## src/rtl/instr_fetch_unit.sv

```systemverilog
// Instruction fetch unit: owns the PC, fetches one instruction at a time over a
// req/ack memory handshake, presents opcode/funct to the decoder, and resolves
// the next PC from the decoder's jump/branch result once execution completes.
module instr_fetch_unit #(
    parameter logic [31:0] RESET_PC    = 32'h0000_0000,
    parameter logic [15:0] STALL_LIMIT = 16'd0
) (
    input  logic        clk,
    input  logic        rst_n,
    output logic        imem_req,
    output logic [31:0] imem_addr,
    input  logic        imem_ack,
    input  logic [31:0] imem_rdata,
    output logic [31:0] instr,
    output logic [5:0]  opcode,
    output logic [5:0]  funct,
    output logic        instr_valid,
    input  logic [1:0]  ctl_jump,
    input  logic        ctl_branch,
    input  logic        alu_zero,
    input  logic [31:0] rs_value,
    input  logic        ex_done,
    output logic [31:0] pc,
    output logic [31:0] pc_plus4,
    output logic        fetch_err
);

    localparam logic [2:0] S_IDLE   = 3'd0;
    localparam logic [2:0] S_FETCH  = 3'd1;
    localparam logic [2:0] S_DECODE = 3'd2;
    localparam logic [2:0] S_EXEC   = 3'd3;
    localparam logic [2:0] S_HALT   = 3'd4;

    localparam logic [5:0] OP_BEQ = 6'b000100;
    localparam logic [5:0] OP_BNE = 6'b000101;

    logic [2:0]  state_q, state_d;
    logic [31:0] pc_q, pc_d;
    logic [31:0] instr_q, instr_d;
    logic        err_q, err_d;
    logic [15:0] stall_q, stall_d;

    logic [31:0] pc4;
    logic [31:0] jump_target;
    logic [31:0] branch_target;
    logic        branch_taken;
    logic [31:0] next_pc;
    logic        jr_misaligned;
    logic [15:0] stall_inc;

    assign pc4           = pc_q + 32'd4;
    assign jump_target   = {pc4[31:28], instr_q[25:0], 2'b00};
    assign branch_target = pc4 + {{14{instr_q[15]}}, instr_q[15:0], 2'b00};
    assign jr_misaligned = (ctl_jump == 2'b10) && (rs_value[1:0] != 2'b00);
    assign stall_inc     = stall_q + 16'd1;

    // Branch resolution: only beq/bne can be taken, keyed off the held opcode.
    always_comb begin
        branch_taken = 1'b0;
        if (ctl_branch) begin
            if (instr_q[31:26] == OP_BEQ) begin
                branch_taken = alu_zero;
            end else if (instr_q[31:26] == OP_BNE) begin
                branch_taken = !alu_zero;
            end
        end
    end

    // Next-PC select in priority order: j, jr, taken branch, sequential (jump=11 is sequential).
    always_comb begin
        next_pc = pc4;
        if (ctl_jump == 2'b01) begin
            next_pc = jump_target;
        end else if (ctl_jump == 2'b10) begin
            next_pc = rs_value;
        end else if (branch_taken) begin
            next_pc = branch_target;
        end
    end

    // Control FSM next-state and datapath updates.
    always_comb begin
        state_d = state_q;
        pc_d    = pc_q;
        instr_d = instr_q;
        err_d   = err_q;
        stall_d = stall_q;
        case (state_q)
            S_IDLE: begin
                state_d = S_FETCH;
            end
            S_FETCH: begin
                if (imem_ack) begin
                    instr_d = imem_rdata;
                    state_d = S_DECODE;
                end else begin
                    stall_d = stall_inc;
                    if ((STALL_LIMIT != 16'd0) && (stall_inc == STALL_LIMIT)) begin
                        err_d   = 1'b1;
                        state_d = S_HALT;
                    end
                end
            end
            S_DECODE: begin
                state_d = S_EXEC;
            end
            S_EXEC: begin
                if (ex_done) begin
                    if (jr_misaligned) begin
                        // Misaligned jr target: fault and keep the faulting PC visible.
                        err_d   = 1'b1;
                        state_d = S_HALT;
                    end else begin
                        pc_d    = next_pc;
                        stall_d = 16'd0;
                        state_d = S_FETCH;
                    end
                end
            end
            S_HALT: begin
                state_d = S_HALT;
            end
            default: begin
                state_d = S_IDLE;
            end
        endcase
    end

    // State registers; async reset clears outputs without waiting for a clock edge.
    always_ff @(posedge clk or negedge rst_n) begin
        if (!rst_n) begin
            state_q <= S_IDLE;
            pc_q    <= RESET_PC;
            instr_q <= 32'd0;
            err_q   <= 1'b0;
            stall_q <= 16'd0;
        end else begin
            state_q <= state_d;
            pc_q    <= pc_d;
            instr_q <= instr_d;
            err_q   <= err_d;
            stall_q <= stall_d;
        end
    end

    // Outputs are decoded from registered state only, so they glitch-free follow reset.
    assign imem_req    = (state_q == S_FETCH);
    assign imem_addr   = pc_q;
    assign instr_valid = (state_q == S_DECODE);
    assign instr       = instr_q;
    assign opcode      = instr_q[31:26];
    assign funct       = instr_q[5:0];
    assign pc          = pc_q;
    assign pc_plus4    = pc4;
    assign fetch_err   = err_q;

endmodule

```

## config.mk

```make
export PLATFORM = sky130hd
export DESIGN_NAME = instr_fetch_unit
export DESIGN_NICKNAME = d
export VERILOG_FILES = /design/src/rtl/instr_fetch_unit.sv
export SDC_FILE = /design/constraint.sdc
export NUM_CORES = 1
export LEC_CHECK = 0
export ABC_CLOCK_PERIOD_IN_PS = 7600
export CORE_MARGIN = 2
export CORE_UTILIZATION = 45
export DETAILED_ROUTE_END_ITERATION = 6
export GPL_TIMING_DRIVEN = 0
export HOLD_SLACK_MARGIN = 0.02
export PLACE_DENSITY = 0.9
export RECOVER_POWER = 25
export SYNTH_ARGS = -nofsm -noshare
export SYNTH_HDL_FRONTEND = slang
export SYNTH_SLANG_ARGS = --single-unit
```

## constraint.sdc

```tcl
create_clock -name clk -period 7.6 [get_ports clk]
set_input_delay 1.14 -clock clk [delete_from_list [all_inputs] [get_ports clk]]
set_output_delay 1.14 -clock clk [all_outputs]
set_load 0.02 [all_outputs]
```

After elaboration in Yosys (flattened, before gate mapping)
Cells that the tools add are included.
W data, S select, Z words.
{"block": "word_totals", "inputBits": 72, "regBits": 68}
{"block": "op_classes", "mux": 10, "n_eq_ne": 10, "n_addsub": 2, "reduce_logical": 8, "bitwise": 1}
{"cell": "$mux W32", "count": 3}
{"cell": "$add A32 B3 Y32 const B", "count": 1}
{"cell": "$add A32 B32 Y32", "count": 1}
{"cell": "$pmux W3 S5", "count": 1}
{"cell": "$eq A6 B3 Y1 const B", "count": 2}
{"cell": "$mux W3", "count": 3}
{"cell": "$eq A3 B2 Y1 const B", "count": 2}
{"cell": "$reduce_and A3 Y1", "count": 2}
{"cell": "$reduce_and A2 Y1", "count": 2}
{"cell": "$eq A3 B1 Y1 const B", "count": 1}
{"cell": "$eq A3 B3 Y1 const B", "count": 1}
{"cell": "$logic_not A3 Y1", "count": 1}
{"cell": "$mux W1", "count": 3}
{"cell": "$eq A2 B1 Y1 const B", "count": 1}
{"cell": "$eq A2 B2 Y1 const B", "count": 1}
{"cell": "$ne A2 B1 Y1 const B", "count": 1}
{"cell": "$ne A2 B2 Y1 const B", "count": 1}
{"cell": "$reduce_bool A2 Y1", "count": 1}
{"cell": "$logic_and A1 B1 Y1", "count": 1}
{"cell": "$logic_not A1 Y1", "count": 1}
{"cell": "$not A1 Y1", "count": 1}

Depth between registers and ports, before layout
Gate-level depths: netlist (run 1).
{"block": "logic_depth", "word_depth": 7, "ltp_mapped": 18, "ltp_nobuf": 18}

Worst setup path after synthesis (run 1)
OpenSTA, ideal clock, no wires.
{"block": "synth_timing", "path_type": "reg2reg", "startpoint": "register pc_q[2] (netlist: imem_addr[2])", "endpoint": "register pc_q[31] (netlist: imem_addr[31])", "setup_slack_ns": 3.481, "required_time_ns": 7.473, "stages_incl_launch_ff": 19, "synth_period_minus_slack_ns": 4.119, "setup_time_ns": 0.127, "t_arrival_ns": 3.992, "cell_sequence": "dfrtp_1 ha_1 nand2_1 nor2_1 and4_1 xor2_1 ha_1 buf_4 a211o_1 o211ai_1 o21ai_1 o31ai_4 a211oi_2 o211ai_2 o21ai_1 mux2i_1 or4_1 o21ai_0 o21ai_1"}
{"block": "synth_via", "elab_chain_len": 5}
{"element": "start: declaration", "line": "38", "text": "logic [31:0] pc_q, pc_d;"}
{"element": "start signal: assignment", "line": "139", "text": "pc_q <= pc_d;"}
{"element": "$add A32 B3 Y32", "line": "51", "text": "assign pc4 = pc_q + 32'd4;"}
{"element": "named net pc_plus4[12]", "line": "24", "text": "output logic [31:0] pc_plus4,"}
{"element": "$add A32 B32 Y32", "line": "53", "text": "assign branch_target = pc4 + {{14{instr_q[15]}}, instr_q[15:0], 2'b00};"}
{"element": "$mux W32", "line": "76", "text": "end else if (branch_taken) begin"}
{"element": "$mux W32", "line": "74", "text": "end else if (ctl_jump == 2'b10) begin"}
{"element": "$mux W32", "line": "72", "text": "if (ctl_jump == 2'b01) begin"}
The timed path passes the listed nets, and every way through them passes these cells.
A chain may end at the register's enable or synchronous reset.

Worst setup path after layout (run 1)
{"block": "layout_timing", "startpoint": "register pc_q[2] (netlist: imem_addr[2])", "endpoint": "register pc_q[27] (netlist: imem_addr[27])"}
{"block": "layout_via", "elab_chain_len": 5}
{"element": "$add A32 B3 Y32 (*)", "line": "51"}
{"element": "$add A32 B32 Y32", "line": "53"}
{"element": "$mux W32 (*)", "line": "76"}
{"element": "$mux W32 (*)", "line": "74"}
{"element": "$mux W32 (*)", "line": "72"}
Mark *: on every way between the ends. The rest lies on a longest branch, timed or not.

==> flow_summary.ini, run 1 <==
[outcome]
status = finished with violations
violations = design-rule violations, max-capacitance violations, max-slew violations

[drt]
wl_per_cell_um = 18.9
vias = 6580
drt_iter0_drc = 594
dr.pass1.iters = 7
drc = 2
vias_per_cell = 5.82
final_antenna_net_count = 0
finalWirelength_um = 21400

[clocking]
clk_path_buf_depth = 2
clock-root-buffer = clkbuf_16
clkTransAtPathRegs_ps = 50
cts_buffers = 9
post_cts_buffers = 0
tritoncts = done
cts_sinks = 68
ctsHoldBuffers = 0
cts_htree_levels = 3
post_cts_resized = 0
clock_latency_ps = 340

[yosys]
synth_seq_cells = 68
seq_area_frac_synth_pct = 28.2
synthesis.nets = 834
synth_cells = 725
synth.top_cell.area_share_pct = 28.2
synthDistinctLibCells = 71
ys_warn_count = 0
syn_avg_cell_area_um2 = 8.33
yosysTopAreaCell = dfrtp_1
netlist_top_cells_area = dfrtp_1, ha_1, mux2_2
synth_flop_cell = dfrtp_1
syn_area_um2 = 6040
async_reset_ff_share_pct = 100
synth_edf_count = 0

[timing]
fin_crit_ps = 4910
setup_ws_ps = 2690
rsz0062_at_grt = no
max_slew_margin_pct = -147
timing.final.crit_share_pct = 64.6
worst_pin_slew_ps = 3710
max_freq_ghz = 0.204
setup_viol = 0
finalMaxSlewViolations = 69
holdWs_ps = 458
finClkSkew_ps = 9.36
fin_setup_tns_ps = 0
hold_viol = 0

[die]
fp-row-count = 42
top_level_ports = 215
die-area_um2 = 14400
die_x_um = 120
start_util_pct = 45.8
die_h_um = 120
coreArea_um2 = 13200

[setup_path]
rr_endpoint = imem_addr[27]
criticalPathCategory = reg -> reg
crit_path_start_kind = flip-flop
reg2reg_from = imem_addr[2]
crit_required_ps = 7820
reg2regPathDepth = 15
crit_arrival_ps = 5120
cp-end-kind = flip-flop
crit_path_max_fanout = 6
rrSetupSlack_ps = 2690

[pwr]
vdd_drop_max_v = 0.000331
powerDensity_nw_per_um2 = 517
pwr-share-clk_pct = 10.4
power_mw = 4.51
swShare_pct = 47.3
netSwitchingPower_mw = 2.13
p_int_mw = 2.38
comb_power_share_pct = 71.3
power_frac_seq_pct = 18.3
total_leakage_power_nw = 3.70

[hold_path]
hp-class = reg -> reg
whs_endpoint = fetch_err
hold_path_startpoint = fetch_err
hold_path_depth = 1

[finish]
final_core_util_pct = 66.2
diodes = 0
nets = 1059
synthToLayoutAreaGrowth_pct = 44.4
drive_above_1_share_pct = 12.4

[place]
gp_congestion = 0.923
io_buffers = 214
dp_slack_ps = 2890
dp_hpwl_um = 16100

[job]
maxCapViolations = 1

[grt]
grt_pass1_wl_um = 33000
grt_use_total_pct = 29.4
grt_pass1_vias = 6253
grt_start_max_net_pins = 69
grt_antenna_before_repair = 0
gr-total-overflow = 0
## metrics by stage
step	instances	cell area, um^2
after floorplan	725	6040
after global placement	1115	8400
after detailed placement	1115	8400
after CTS	1131	8730
after global routing	1131	8730
final	1131	8730
## cells in the mapped netlist, types with 12 or more instances
library cell  number
mux2_2            35
nand3_1           15
nor3_1            14
xor2_1            27
clkbuf_1          24
nand2_1           70
ha_1              36
xnor2_1           22
o211ai_1          13
nor2_1            72
a21o_1            19
a21oi_1           58
a31oi_1           13
nand4_1           12
buf_4             49
o21ai_0           45
dfrtp_1           68
## worst max path at each step
stage	from	end	slack [ps]
CTS	imem_addr[2]	pc_plus4[30]	2790
floorplan	imem_addr[2]	imem_addr[31]	3480
global placement	imem_addr[2]	imem_addr[27]	2960
detailed placement	imem_addr[2]	imem_addr[27]	2890
global route	imem_addr[2]	imem_addr[27]	2430
finish	imem_addr[2]	imem_addr[27]	2690
## power groups by stage
| stage | clock [mW] | sequential, mW | combinational [mW] |
|---|---|---|---|
| 2_1_floorplan | 0 | 0.937 | 1.89 |
| 3_3_place_gp | 0 | 0.818 | 3.11 |
| 3_5_place_dp | 0 | 0.824 | 3.15 |
| 4_1_cts | 0.470 | 0.822 | 3.19 |
| 5_1_grt | 0.486 | 0.857 | 3.45 |
| 6_report | 0.467 | 0.827 | 3.21 |
## sequential cells by signal (all words and copies together) (netlist names)
name       flops
fetch_err      1
imem_addr     32
instr         32
state_q        3
## layer usage
metal | wire length (um) | track usage (%)
met5 | 0 | 0
met4 | 607 | 11.8
met3 | 2290 | 6.94
met2 | 9750 | 47.0
met1 | 8720 | 38.3
## cells in the final DEF (no fill, tap or decap), drive strengths merged, types with 4 or more instances in the layout
cell           instances
buf                   54
nand4                 12
mux2i                 11
nand3                 16
o211ai                14
a21oi                 59
nand2b                 9
xnor2                 22
ha                    36
dfrtp                 68
xor2                  27
inv                   12
clkdlybuf4s50        212
a31oi                 13
nand2                 70
o21ai                 54
nor2                  72
clkbuf                38
or3                    4
nor3                  14
a21o                  20
a211oi                 7
o21a                   6
and2                   7
and3                   6
mux2                  35
## cells by family (layout without fill, tap and decap cells)
kind of cell    count (synthesis)  count (layout)  synth area share (%)
xor+xnor                       49              49                  7.10
compound gates                203             203                  21.7
mux                            46              46                  8.35
simple gates                  232             232                  18.1
buf+inv                        90             320                  8.82
fa+ha+maj                      37              37                  7.79
flops                          68              68                  28.2
## critical path, cell delays in order (launching register included)
cell and delay, ps:
dfrtp_1 480, ha_1 260, nand2_1 100, nor2_1 610, nand3_1 340, nor2_1 200, xor2_1 330, ha_1 380
a2111oi_0 680, a211oi_2 210, o211ai_2 230, a21boi_1 100, or3_1 310, a21oi_1 220, a2bb2oi_1 240, nor3_1 70
## layout make-up
class                   instances  area (um^2)
well taps                     176          220
fillers                      1075         4460
inverters                      12         45.0
clock buffers                  13          260
flip-flops and latches         68         1700
multi-input cells             567         3810
plain buffers                  78          488
clock inverters                 3         68.8
repair buffers                214         2140
Power figures use the tool's default switching activity.
==> run 2: changes to the inputs <==
--- a/config.mk
+++ b/config.mk
@@ -5,13 +5,13 @@
 export SDC_FILE = /design/constraint.sdc
 export NUM_CORES = 1
 export LEC_CHECK = 0
-export ABC_CLOCK_PERIOD_IN_PS = 7600
+export ABC_CLOCK_PERIOD_IN_PS = 4400
 export CORE_MARGIN = 2
-export CORE_UTILIZATION = 45
+export CORE_UTILIZATION = 42
 export DETAILED_ROUTE_END_ITERATION = 6
 export GPL_TIMING_DRIVEN = 0
 export HOLD_SLACK_MARGIN = 0.02
-export PLACE_DENSITY = 0.9
+export PLACE_DENSITY = 0.89
 export RECOVER_POWER = 25
 export SYNTH_ARGS = -nofsm -noshare
 export SYNTH_HDL_FRONTEND = slang
==> constraint.sdc (replaced) <==
create_clock -name clk -period 4.4 [get_ports clk]
set_input_delay 0.66 -clock clk [delete_from_list [all_inputs] [get_ports clk]]
set_output_delay 0.66 -clock clk [all_outputs]
set_load 0.02 [all_outputs]
==> run 2 against run 1 <==
The run now ends clean. Critical endpoint is now imem_addr[30]. Critical path type unchanged. Non-clock buffer count rose by 2. Global-route usage fell by 0.80 points. Maximum frequency up 17%.
==> flow_summary.ini, run 2 (same netlist as run 1, synthesis figures left out) <==
[outcome]
status = complete, no violations

[clocking]
clkTransAtPathRegs_ps = 60
cts_htree_levels = 3
tritoncts = done
ctsHoldBuffers = 0
cts_buffers = 9
clock-root-buffer = clkbuf_16
clock_latency_ps = 350
clk_path_buf_depth = 2
cts_sinks = 68

[finish]
synthToLayoutAreaGrowth_pct = 45.0
design_area_um2 = 8760
multi_input_area_um2 = 3850
drive_above_1_share_pct = 13.6
final_cell_mix = clkdlybuf4s50_1, nor2_1, nand2_1
mostFrequentLayoutCell = clkdlybuf4s50_1
regArea_um2 = 1700
nets = 1061
nFillCells = 1235
diodes = 0

[grt]
grt_pass1_vias = 6374
grt_antenna_before_repair = 0
grt_use_total_pct = 28.6
grt_pass1_wl_um = 32900
grt_start_max_net_pins = 67
gr-total-overflow = 0

[die]
start_util_pct = 43.2
top_level_ports = 215
die_x_um = 124
die_h_um = 124
coreArea_um2 = 14000
die-area_um2 = 15400
fp-row-count = 43

[pwr]
total_leakage_power_nw = 3.69
powerDensity_nw_per_um2 = 880
pwr-share-clk_pct = 9.1
netSwitchingPower_mw = 3.73
comb_power_share_pct = 72.2
vdd_drop_max_v = 0.000539
power_frac_seq_pct = 18.6
p_int_mw = 3.99
power_mw = 7.71
swShare_pct = 48.3

[setup_path]
crit_family = compound AO/OA/AOI/OAI gates
cpMaxStageDelayCell = dfrtp_1
crit_required_ps = 4690
crit_arrival_ps = 4490
crit_path_start_kind = flip-flop
path_cells = and4_1 -> and3_1 -> buf_2 -> nand3_1 -> nor2_1 -> xor2_1 -> ha_1 -> a21oi_1 -> o21ai_0 -> a21o_1 -> a21o_1 -> a21o_1 -> a21oi_1 -> o21ai_2 -> xnor2_1 -> a2111oi_1 -> a221o_1
crit_top_cell = a21o_1
slowest_delay_ps = 490
criticalPathCategory = reg -> reg
cp-end-kind = flip-flop
critical_path_buf_inv_count = 1
crit_path_max_fanout = 7

[drt]
drt_iter0_drc = 523
drc = 0
finalWirelength_um = 22000
dr.pass1.iters = 5
final_antenna_net_count = 0
wl_per_cell_um = 19.3
vias = 6584
vias_per_cell = 5.79

[hold_path]
hp-class = in -> async

[timing]
rsz0062_at_grt = no
worst_pin_slew_ps = 925
finalMaxSlewViolations = 0
fin_crit_ps = 4190
finClkSkew_ps = 9.02
max_freq_ghz = 0.238
timing.final.crit_share_pct = 95.3
fin_setup_tns_ps = 0
setup_viol = 0
max_slew_margin_pct = 38.4
hold_viol = 0
setup_ws_ps = 205

[place]
placed_area_um2 = 8430
dp_slack_ps = -121
dp_hpwl_um = 16600
gp_congestion = 0.980
io_buffers = 214

[job]
maxCapViolations = 0
[run 2: per-stage QoR]
step,utilization [%],hold slack [ps],cells
after floorplan,-,364,725
after global placement,60.1,441,1119
after detailed placement,60.3,453,1120
after CTS,62.3,95.4,1136
after global routing,62.6,159,1137
final,62.6,155,1137
[run 2: final timing paths]
check,cells after the start,startpoint,end,slack [ps]
setup / recovery,17,imem_addr[10],imem_addr[30],210
hold / removal,1,rst_n,instr[8],150
setup reg to reg,17,imem_addr[10],imem_addr[30],210
hold reg to reg,1,fetch_err,fetch_err,460
max in group asynchronous,2,rst_n,imem_addr[2],3590
min in group clk,1,fetch_err,fetch_err,460
[run 2: per-layer routing]
| layer | global-route usage, % | wire length (um) |
|---|---|---|
| met1 | 35.8 | 8740 |
| met5 | 0 | 0 |
| met3 | 8.56 | 2310 |
| met2 | 45.5 | 10100 |
| met4 | 12.6 | 830 |
[run 2: power by group through the flow]
stage	logic, mW	clock network [mW]	registers [mW]
global placement	5.36	0	1.42
global route	6.01	0.739	1.49
finish	5.57	0.704	1.44
detailed placement	5.47	0	1.43
CTS	5.51	0.712	1.42
floorplan	3.27	0	1.62
[run 2: worst reg2reg max path: stages, from the launching register on]
cell	delay (ps)
dfrtp_1	490
and4_1	280
and3_1	180
buf_2	180
nand3_1	200
nor2_1	180
xor2_1	350
ha_1	380
a21oi_1	160
o21ai_0	170
a21o_1	220
a21o_1	170
a21o_1	180
a21oi_1	160
o21ai_2	70
xnor2_1	150
a2111oi_1	450
a221o_1	170
[run 2: repair_timing]
item                                    in CTS  in global routing
endpoints found under the setup margin       5                 12
pin swaps                                    0                  1
setup buffers                                0                  1
resized for setup                            2                  9
endpoints found under the hold margin        0                  0
[run 2: cell type report]
| cell class | count | share of cell area, % |
|---|---|---|
| inverters | 12 | 0.514 |
| multi-input cells | 567 | 43.9 |
| repair buffers | 216 | 24.8 |
| plain buffers | 78 | 5.57 |
| clock inverters | 6 | 0.457 |
| flip-flops and latches | 68 | 19.4 |
| clock buffers | 10 | 2.73 |
| well taps | 180 | 2.57 |
